<file path="src/rtl/uart_tx_pkg.sv">
`default_nettype none
// ============================================================================
//  Module      : uart_tx_pkg
//  Description : Shared encodings for the UART transmit frame controller:
//                FSM state codes, parity type codes and line-level bit values.
//  Revision    : 1.0 - initial release
// ============================================================================
package uart_tx_pkg;

    // Frame controller state encoding (3-bit)
    typedef enum logic [2:0] {
        IDLE   = 3'd0,
        START  = 3'd1,
        DATA   = 3'd2,
        PARITY = 3'd3,
        STOP   = 3'd4
    } state_t;

    // Parity type selector values
    localparam logic PAR_EVEN = 1'b0;
    localparam logic PAR_ODD  = 1'b1;

    // Line levels for the framing bits
    localparam logic START_BIT = 1'b0;
    localparam logic STOP_BIT  = 1'b1;

    // Number of DATA cycles tolerated without ser_done before the frame is forced to STOP
    localparam logic [3:0] WD_LIMIT = 4'd8;

endpackage : uart_tx_pkg
`default_nettype wire

</file>
<file path="src/rtl/uart_parity_calc.sv">
`default_nettype none
// ============================================================================
//  Module      : uart_parity_calc
//  Description : Combinational parity generator. Even parity yields the
//                xor-reduction of the data; odd parity yields its inverse.
//  Revision    : 1.0 - initial release
// ============================================================================
module uart_parity_calc
    import uart_tx_pkg::*;
#(
    parameter int DATA_WIDTH = 8
) (
    input  logic [DATA_WIDTH-1:0] data,
    input  logic                  par_typ,
    output logic                  par_bit
);

    logic w_xor_red;

    assign w_xor_red = ^data;

    // Select the reduction or its inverse according to the parity type
    always_comb begin
        par_bit = w_xor_red;
        if (par_typ == PAR_ODD) begin
            par_bit = ~w_xor_red;
        end else if (par_typ == PAR_EVEN) begin
            par_bit = w_xor_red;
        end
    end

endmodule : uart_parity_calc
`default_nettype wire

</file>
<file path="src/rtl/uart_tx_frame_ctrl.sv">
`default_nettype none
// ============================================================================
//  Module      : uart_tx_frame_ctrl
//  Description : UART transmit frame controller. Accepts a byte, sequences
//                START / DATA / PARITY / STOP, drives the serializer enable
//                and the shared busy flag, and muxes the TX line.
//  Revision    : 1.0 - initial release
// ============================================================================
module uart_tx_frame_ctrl
    import uart_tx_pkg::*;
#(
    parameter int DATA_WIDTH = 8
) (
    input  logic                  clk,
    input  logic                  reset,
    input  logic [DATA_WIDTH-1:0] p_data,
    input  logic                  data_valid,
    input  logic                  par_en,
    input  logic                  par_typ,
    input  logic                  ser_data,
    input  logic                  ser_done,
    output logic                  ser_en,
    output logic                  busy,
    output logic                  tx_out
);

    state_t                  r_state;
    logic [DATA_WIDTH-1:0]   data_q;
    logic                    par_en_q;
    logic                    par_typ_q;
    logic                    frame_err_q;
    logic [3:0]              r_wd_cnt;
    logic                    r_par_bit;
    logic                    w_par_bit;

    // Parity is always derived from the shadow copy so mid-frame input changes cannot leak in
    uart_parity_calc #(
        .DATA_WIDTH (DATA_WIDTH)
    ) u_parity (
        .data    (data_q),
        .par_typ (par_typ_q),
        .par_bit (w_par_bit)
    );

    // Frame sequencer, shadow registers, DATA watchdog and registered parity bit
    always_ff @(posedge clk) begin
        if (reset) begin
            r_state     <= IDLE;
            data_q      <= '0;
            par_en_q    <= 1'b0;
            par_typ_q   <= 1'b0;
            frame_err_q <= 1'b0;
            r_wd_cnt    <= 4'd0;
            r_par_bit   <= 1'b0;
        end else begin
            // Shadow data is stable from START onward, so the registered copy is settled long before PARITY
            r_par_bit <= w_par_bit;
            case (r_state)
                IDLE: begin
                    if (data_valid) begin
                        data_q    <= p_data;
                        par_en_q  <= par_en;
                        par_typ_q <= par_typ;
                        r_state   <= START;
                    end
                end
                START: begin
                    r_wd_cnt <= 4'd0;
                    r_state  <= DATA;
                end
                DATA: begin
                    if (ser_done) begin
                        r_state <= par_en_q ? PARITY : STOP;
                    end else if (r_wd_cnt == WD_LIMIT) begin
                        // Ninth DATA cycle without ser_done: close the frame and flag it
                        r_state     <= STOP;
                        frame_err_q <= 1'b1;
                    end else begin
                        r_wd_cnt <= r_wd_cnt + 4'd1;
                    end
                end
                PARITY: begin
                    r_state <= STOP;
                end
                STOP: begin
                    r_state <= IDLE;
                end
                default: begin
                    r_state <= IDLE;
                end
            endcase
        end
    end

    // Serializer enable: START pre-loads bit0, DATA shifts until the last bit is presented
    always_comb begin
        ser_en = (r_state == START) || ((r_state == DATA) && !ser_done);
        busy   = (r_state != IDLE);
    end

    // TX line is a pure mux of registered sources selected by the registered state
    always_comb begin
        tx_out = STOP_BIT;
        case (r_state)
            IDLE:    tx_out = STOP_BIT;
            START:   tx_out = START_BIT;
            DATA:    tx_out = ser_data;
            PARITY:  tx_out = r_par_bit;
            STOP:    tx_out = STOP_BIT;
            default: tx_out = STOP_BIT;
        endcase
    end

endmodule : uart_tx_frame_ctrl
`default_nettype wire
</file>
<file path="config.mk">
export PLATFORM = sky130hd
export DESIGN_NAME = uart_tx_frame_ctrl
export DESIGN_NICKNAME = d
export VERILOG_FILES = /design/src/rtl/uart_tx_pkg.sv /design/src/rtl/uart_parity_calc.sv /design/src/rtl/uart_tx_frame_ctrl.sv
export SDC_FILE = /design/constraint.sdc
export NUM_CORES = 1
export LEC_CHECK = 0
export ABC_AREA = 1
export CORE_MARGIN = 4
export CORE_UTILIZATION = 48
export CTS_BUF_LIST = sky130_fd_sc_hd__clkbuf_4
export DETAILED_ROUTE_END_ITERATION = 8
export PLACE_DENSITY = 0.78
export SETUP_SLACK_MARGIN = 0.02
export SYNTH_ARGS = -nofsm -noshare
export SYNTH_HDL_FRONTEND = slang
export SYNTH_SLANG_ARGS = --single-unit
</file>
<file path="constraint.sdc">
create_clock -name clk -period 1.4 [get_ports clk]
set_clock_uncertainty 0.2 [all_clocks]
set_input_delay 0.28 -clock clk [delete_from_list [all_inputs] [get_ports clk]]
set_output_delay 0.28 -clock clk [all_outputs]
set_load 0.1 [all_outputs]
</file>
======== Yosys cells after proc, flatten, opt, wreduce, memory -nomap -nowiden ========
Cells that the tools add are included.
cells by class
  multipliers ............................. 0
  reduce and logical (&&, ||, !) cells .... 10
  $add $sub $neg .......................... 1
  multiplexer cells ....................... 10
  eq/ne operators ......................... 8
  bitwise logic cells ..................... 1
  order comparisons ....................... 0
  shifts and indexed selects .............. 0
  div/mod/pow operators ................... 0
operators by type and width
  cell                                            count
  2-to-1 mux 3 bit                                4
  one-hot mux 3 bit (4 select lines)              1
  2-to-1 mux 4 bit                                2
  one-hot mux 4 bit (2 select lines)              1
  parity 8 bit                                    1
  == test 3 x 2 -> 1 bit (second input constant)  2
  inequality test 2 bit (second input constant)   3
  adder 4 x 1 -> 4 bit (second input constant)    1
  == test 4 bit (second input constant)           1
  AND reduction 2 bit                             2
  == test 3 x 1 -> 1 bit (second input constant)  1
  logical NOT 3 bit                               1
  inequality test 3 bit (second input constant)   1
  one-hot mux 1 bit (3 select lines)              1
  AND reduction 3 bit                             1
  nonzero test 3 bit                              1
  nonzero test 2 bit                              1
  logical AND 1 bit                               1
  logical NOT 1 bit                               1
  logical OR 1 bit                                1
  2-to-1 mux 1 bit                                1
  inverter 1 bit                                  1
word-level totals
  register bits ........................... 18
  memories kept ........................... 0
  output and inout bits ................... 3
  ROM bits ................................ 0
  latch bits .............................. 0
  bits of input ports ..................... 15
  word-level logic and storage cells ...... 36
  RAM bits ................................ 0

======== Depth between registers and ports, before layout ========
  word-level depth ........................ 4
  depth in mapped cells ................... 8
  depth with buffers taken out ............ 8

======== Hierarchy ========
From an unflattened synthesis, not the netlist that was laid out.
unflattened totals
  cells, all modules ...................... 150
  area, all modules ....................... 1003.5 sq um
by module, submodules not included
  module              cells an instance  instances  area an instance (sq um)  sequential area each (sq um)
  uart_tx_frame_ctrl  112                1          839.6                     360.3
  uart_parity_calc    38                 1          163.9                     0.0

======== Worst setup path before layout ========
No wires, ideal clock.
  kind .................................... register -> output
  from .................................... register r_state[1]
  to ...................................... output port ser_en
  slack ................................... -1.792 ns
  required time ........................... 0.920 ns
  data arrival time ....................... 2.712 ns
  cell stages (with the launch flop) ...... 5
  buffers on the path ..................... 0
  cell sequence ........................... dfxtp_1 > inv_1 > nor2_1 > nand2_1 > o21ai_0
between the ends
  longest elaborated chain between the ends .. 3
  elaborated cells on any way between the ends .. 4
  classes of those cells .................. 2 x eq/ne; 2 x reduce/logical
ends and longest elaborated chain
  what                      line                      source
  start: declaration        uart_tx_frame_ctrl.sv:27  state_t r_state;
  start signal: assignment  uart_tx_frame_ctrl.sv:73  r_state <= par_en_q ? PARITY : STOP;
  == test 3 x 2 -> 1 bit    -
  logical AND 1 bit         uart_tx_frame_ctrl.sv:97  ser_en = (r_state == START) || ((r_state == DATA) && !ser_done);
  logical OR 1 bit *        uart_tx_frame_ctrl.sv:97
  end: declaration          uart_tx_frame_ctrl.sv:22  output logic ser_en,
Every way passes the cells marked *; elsewhere a longest branch is shown, timed or not.

======== Worst setup path after layout ========
Same ends and word-level chain as after synthesis.

==> metrics.cfg <==
[timing]
timing.final.crit_period_ns=1.77
final.period_utilization=1.26
hold_violations=0
slew_viol_final=0
fin_hold_ws_ns=0.312
timing.fmax_mhz=565
setup_viol=20
worstMarginPinSlew_ns=0.727
relSlewSlack=0.515
rsz0062_at_grt=yes
worst_slack_ns=-0.371

[logic_synthesis]
postSynthCellCount=131
netlist_area_um2=958
ys_ff_latch=18
synth_cell_type_count=26
yosys_warnings=0
synth.avg_cell_area_um2=7.32
syn_nets=148
ys_seq_area_frac=0.376

[final_layout]
diodes=0
synthToLayoutAreaGrowth_pct=71.8
nFillCells=68
postLayoutCellArea_um2=1650
finalNonFillerCells=196
fin_nets=189
seq_area_um2=373
multi_input_area_um2=739
drive_gt1_frac=0.439

[cts]
clk_pin_slew_worst_paths_ns=0.12
tritoncts=built
clk_latency_ns=0.31
cts_buffers=3
htree_levels=1
clockRootBuffer=clkbuf_4
clock_sinks=18
hold_buffers=0
cts_buffer_depth=2

[worst_setup_path]
reg2reg_from=r_state[2]$_SDFFE_PP0P_
path_class=reg2out
cp_data_required_time_ns=0.92
cp.arrival_ns=1.29
crit_fanout=3
crit_start=r_state[1]$_SDFFE_PP0P_
cp-start-kind=flip-flop
end_kind=primary output

[global_routing]
top_usage_layer=met2
grt_pass1_wl_um=4520
grt_usage=0.221
use_met2=0.390
grt_pass1_vias=1033
grt.met1_usage=0.257
overflow=0
met3_usage=0.0228
grt_max_degree=13
antenna_found_initial=0

[drt]
drc=0
dr.pass1.iters=4
routedWlPerCell_um=20.4
vias_per_cell=5.95
num_vias=1166
antenna_left=0
routed_wirelength_um=3990
drtIter0Drc=44

[floorplan]
start_util=0.532
core_um2=1800
die_h_um=52.7
num_rows=15
die-area_um2=2780
die_x_um=52.7
io_pins=18

[placed_design]
place.port_buffers=17
hpwl_um=1600
place_area_um2=1310
dp_cells=180
gp_congestion=0.856

[power_and_ir_drop]
p_leak_nw=0.680
power_density_nw_per_um2=1560
ir_worst_vdd_mv=1.24

[job]
cap_viol_max_count=0

[status]
outcome=finished, violations left
violations=setup timing

[hold_path]
holdCritStartpoint=data_q[2]$_SDFFE_PP0P_
holdCritPathClass=reg2reg

==> logic make-up (layout without fill, tap and decap cells) <==
kind of cell | Yosys count | in the layout | synth area share
compound gates | 28 | 28 | 0.161
fa+ha+maj | 2 | 2 | 0.0261
xor+xnor | 3 | 3 | 0.0274
buf+inv | 18 | 56 | 0.0849
flops | 18 | 18 | 0.376
simple gates | 62 | 64 | 0.325
==> through the flow <==
stage	TNS, ns	util	setup WS, ns	total power [mW]
after global placement	-3.26	0.727	-0.297	1.75
after global routing	-4.22	0.914	-0.418	2.66
after CTS	-0.983	0.815	-0.336	2.22
after detailed placement	-3.63	0.727	-0.301	1.78
after floorplan	-0.893	-	-0.249	1.43
final	-3.62	0.914	-0.371	2.56
==> where the power goes <==
part | internal (mW) | leakage, nW | switching (mW)
Sequential | 0.614 | 0.151 | 0.102
Clock | 0.104 | 0.0154 | 0.191
Combinational | 0.602 | 0.514 | 0.950
==> state kept, by name, summed over array words and instances, names as in the netlist <==
signal and count:
par_en_q 1, r_par_bit 1, r_state 3, par_typ_q 1, r_wd_cnt 4, data_q 8
==> path summary, 6_finish.rpt <==
kind | end | slack, ns | cells after the start
min | data_q[2]$_SDFFE_PP0P_ | 0.31 | 2
min reg2reg | data_q[2]$_SDFFE_PP0P_ | 0.31 | 2
max reg2reg | r_wd_cnt[2]$_SDFFE_PP0P_ | -0.31 | 8
max | ser_en | -0.37 | 5
==> routing by layer <==
layer | vias up | wire length, um
met5 | - | 0
met4 | 0 | 224
met3 | 27 | 335
met2 | 78 | 1810
met1 | 546 | 1620
li1 | 515 | -
==> layout make-up <==
cell class	instances	area share
inverter	16	0.0486
timing repair buffer	36	0.241
tap	25	0.0190
sequential	18	0.226
clock buffer	3	0.0137
clock inverter	1	0.00228
multi-input combinational	97	0.449
==> critical path, stage by stage (launching register included) <==
cell and delay, ns:
dfxtp_4 0.40, inv_4 0.05, nor2_4 0.11, nand2_2 0.08
o21ai_4 0.15, buf_12 0.19
==> cell usage after synthesis (all sizes together) <==
cell,instances,share of area
nand2,35,0.16
dfxtp,18,0.38
inv,16,0.065
a21oi,14,0.077
nand3,13,0.081
o21ai,11,0.061
nor2,8,0.037
nor3,4,0.033
a22oi,2,0.016
ha,2,0.026
xnor2,2,0.018
a31oi,1,0.0065
buf,1,0.012
clkbuf,1,0.0078
nand3b,1,0.0078
nand4,1,0.0065
xor2,1,0.0091
==> layout by cell type, fill, tap and decap left out, types with 2 or more instances in the layout <==
| master | Yosys | routed |
|---|---|---|
| xnor2_1 | 2 | 2 |
| a22oi_2 | 0 | 2 |
| clkbuf_4 | 1 | 3 |
| dfxtp_4 | 0 | 3 |
| o21ai_1 | 1 | 2 |
| nand2_1 | 32 | 24 |
| nand2_8 | 0 | 2 |
| a21oi_2 | 1 | 7 |
| nand3_1 | 12 | 11 |
| o21ai_2 | 1 | 6 |
| clkdlybuf4s50_1 | 0 | 13 |
| buf_6 | 1 | 7 |
| dfxtp_1 | 18 | 14 |
| nand2_4 | 3 | 6 |
| ha_1 | 2 | 2 |
| inv_4 | 1 | 3 |
| nand2_2 | 0 | 5 |
| nor2_2 | 2 | 2 |
| nor2_1 | 6 | 4 |
| a21oi_1 | 13 | 7 |
| nor3_4 | 1 | 3 |
| buf_4 | 0 | 10 |
| o21ai_4 | 0 | 3 |
| nor2_4 | 0 | 2 |
| inv_1 | 14 | 12 |
| buf_12 | 0 | 5 |
==> what timing repair did <==
action                     CTS  global route
pin swaps                    6            12
buffers inserted             6             5
gates cloned                 1             1
setup endpoints to repair   12            20
resized for setup           28            29
Power figures use the tool's default switching activity.
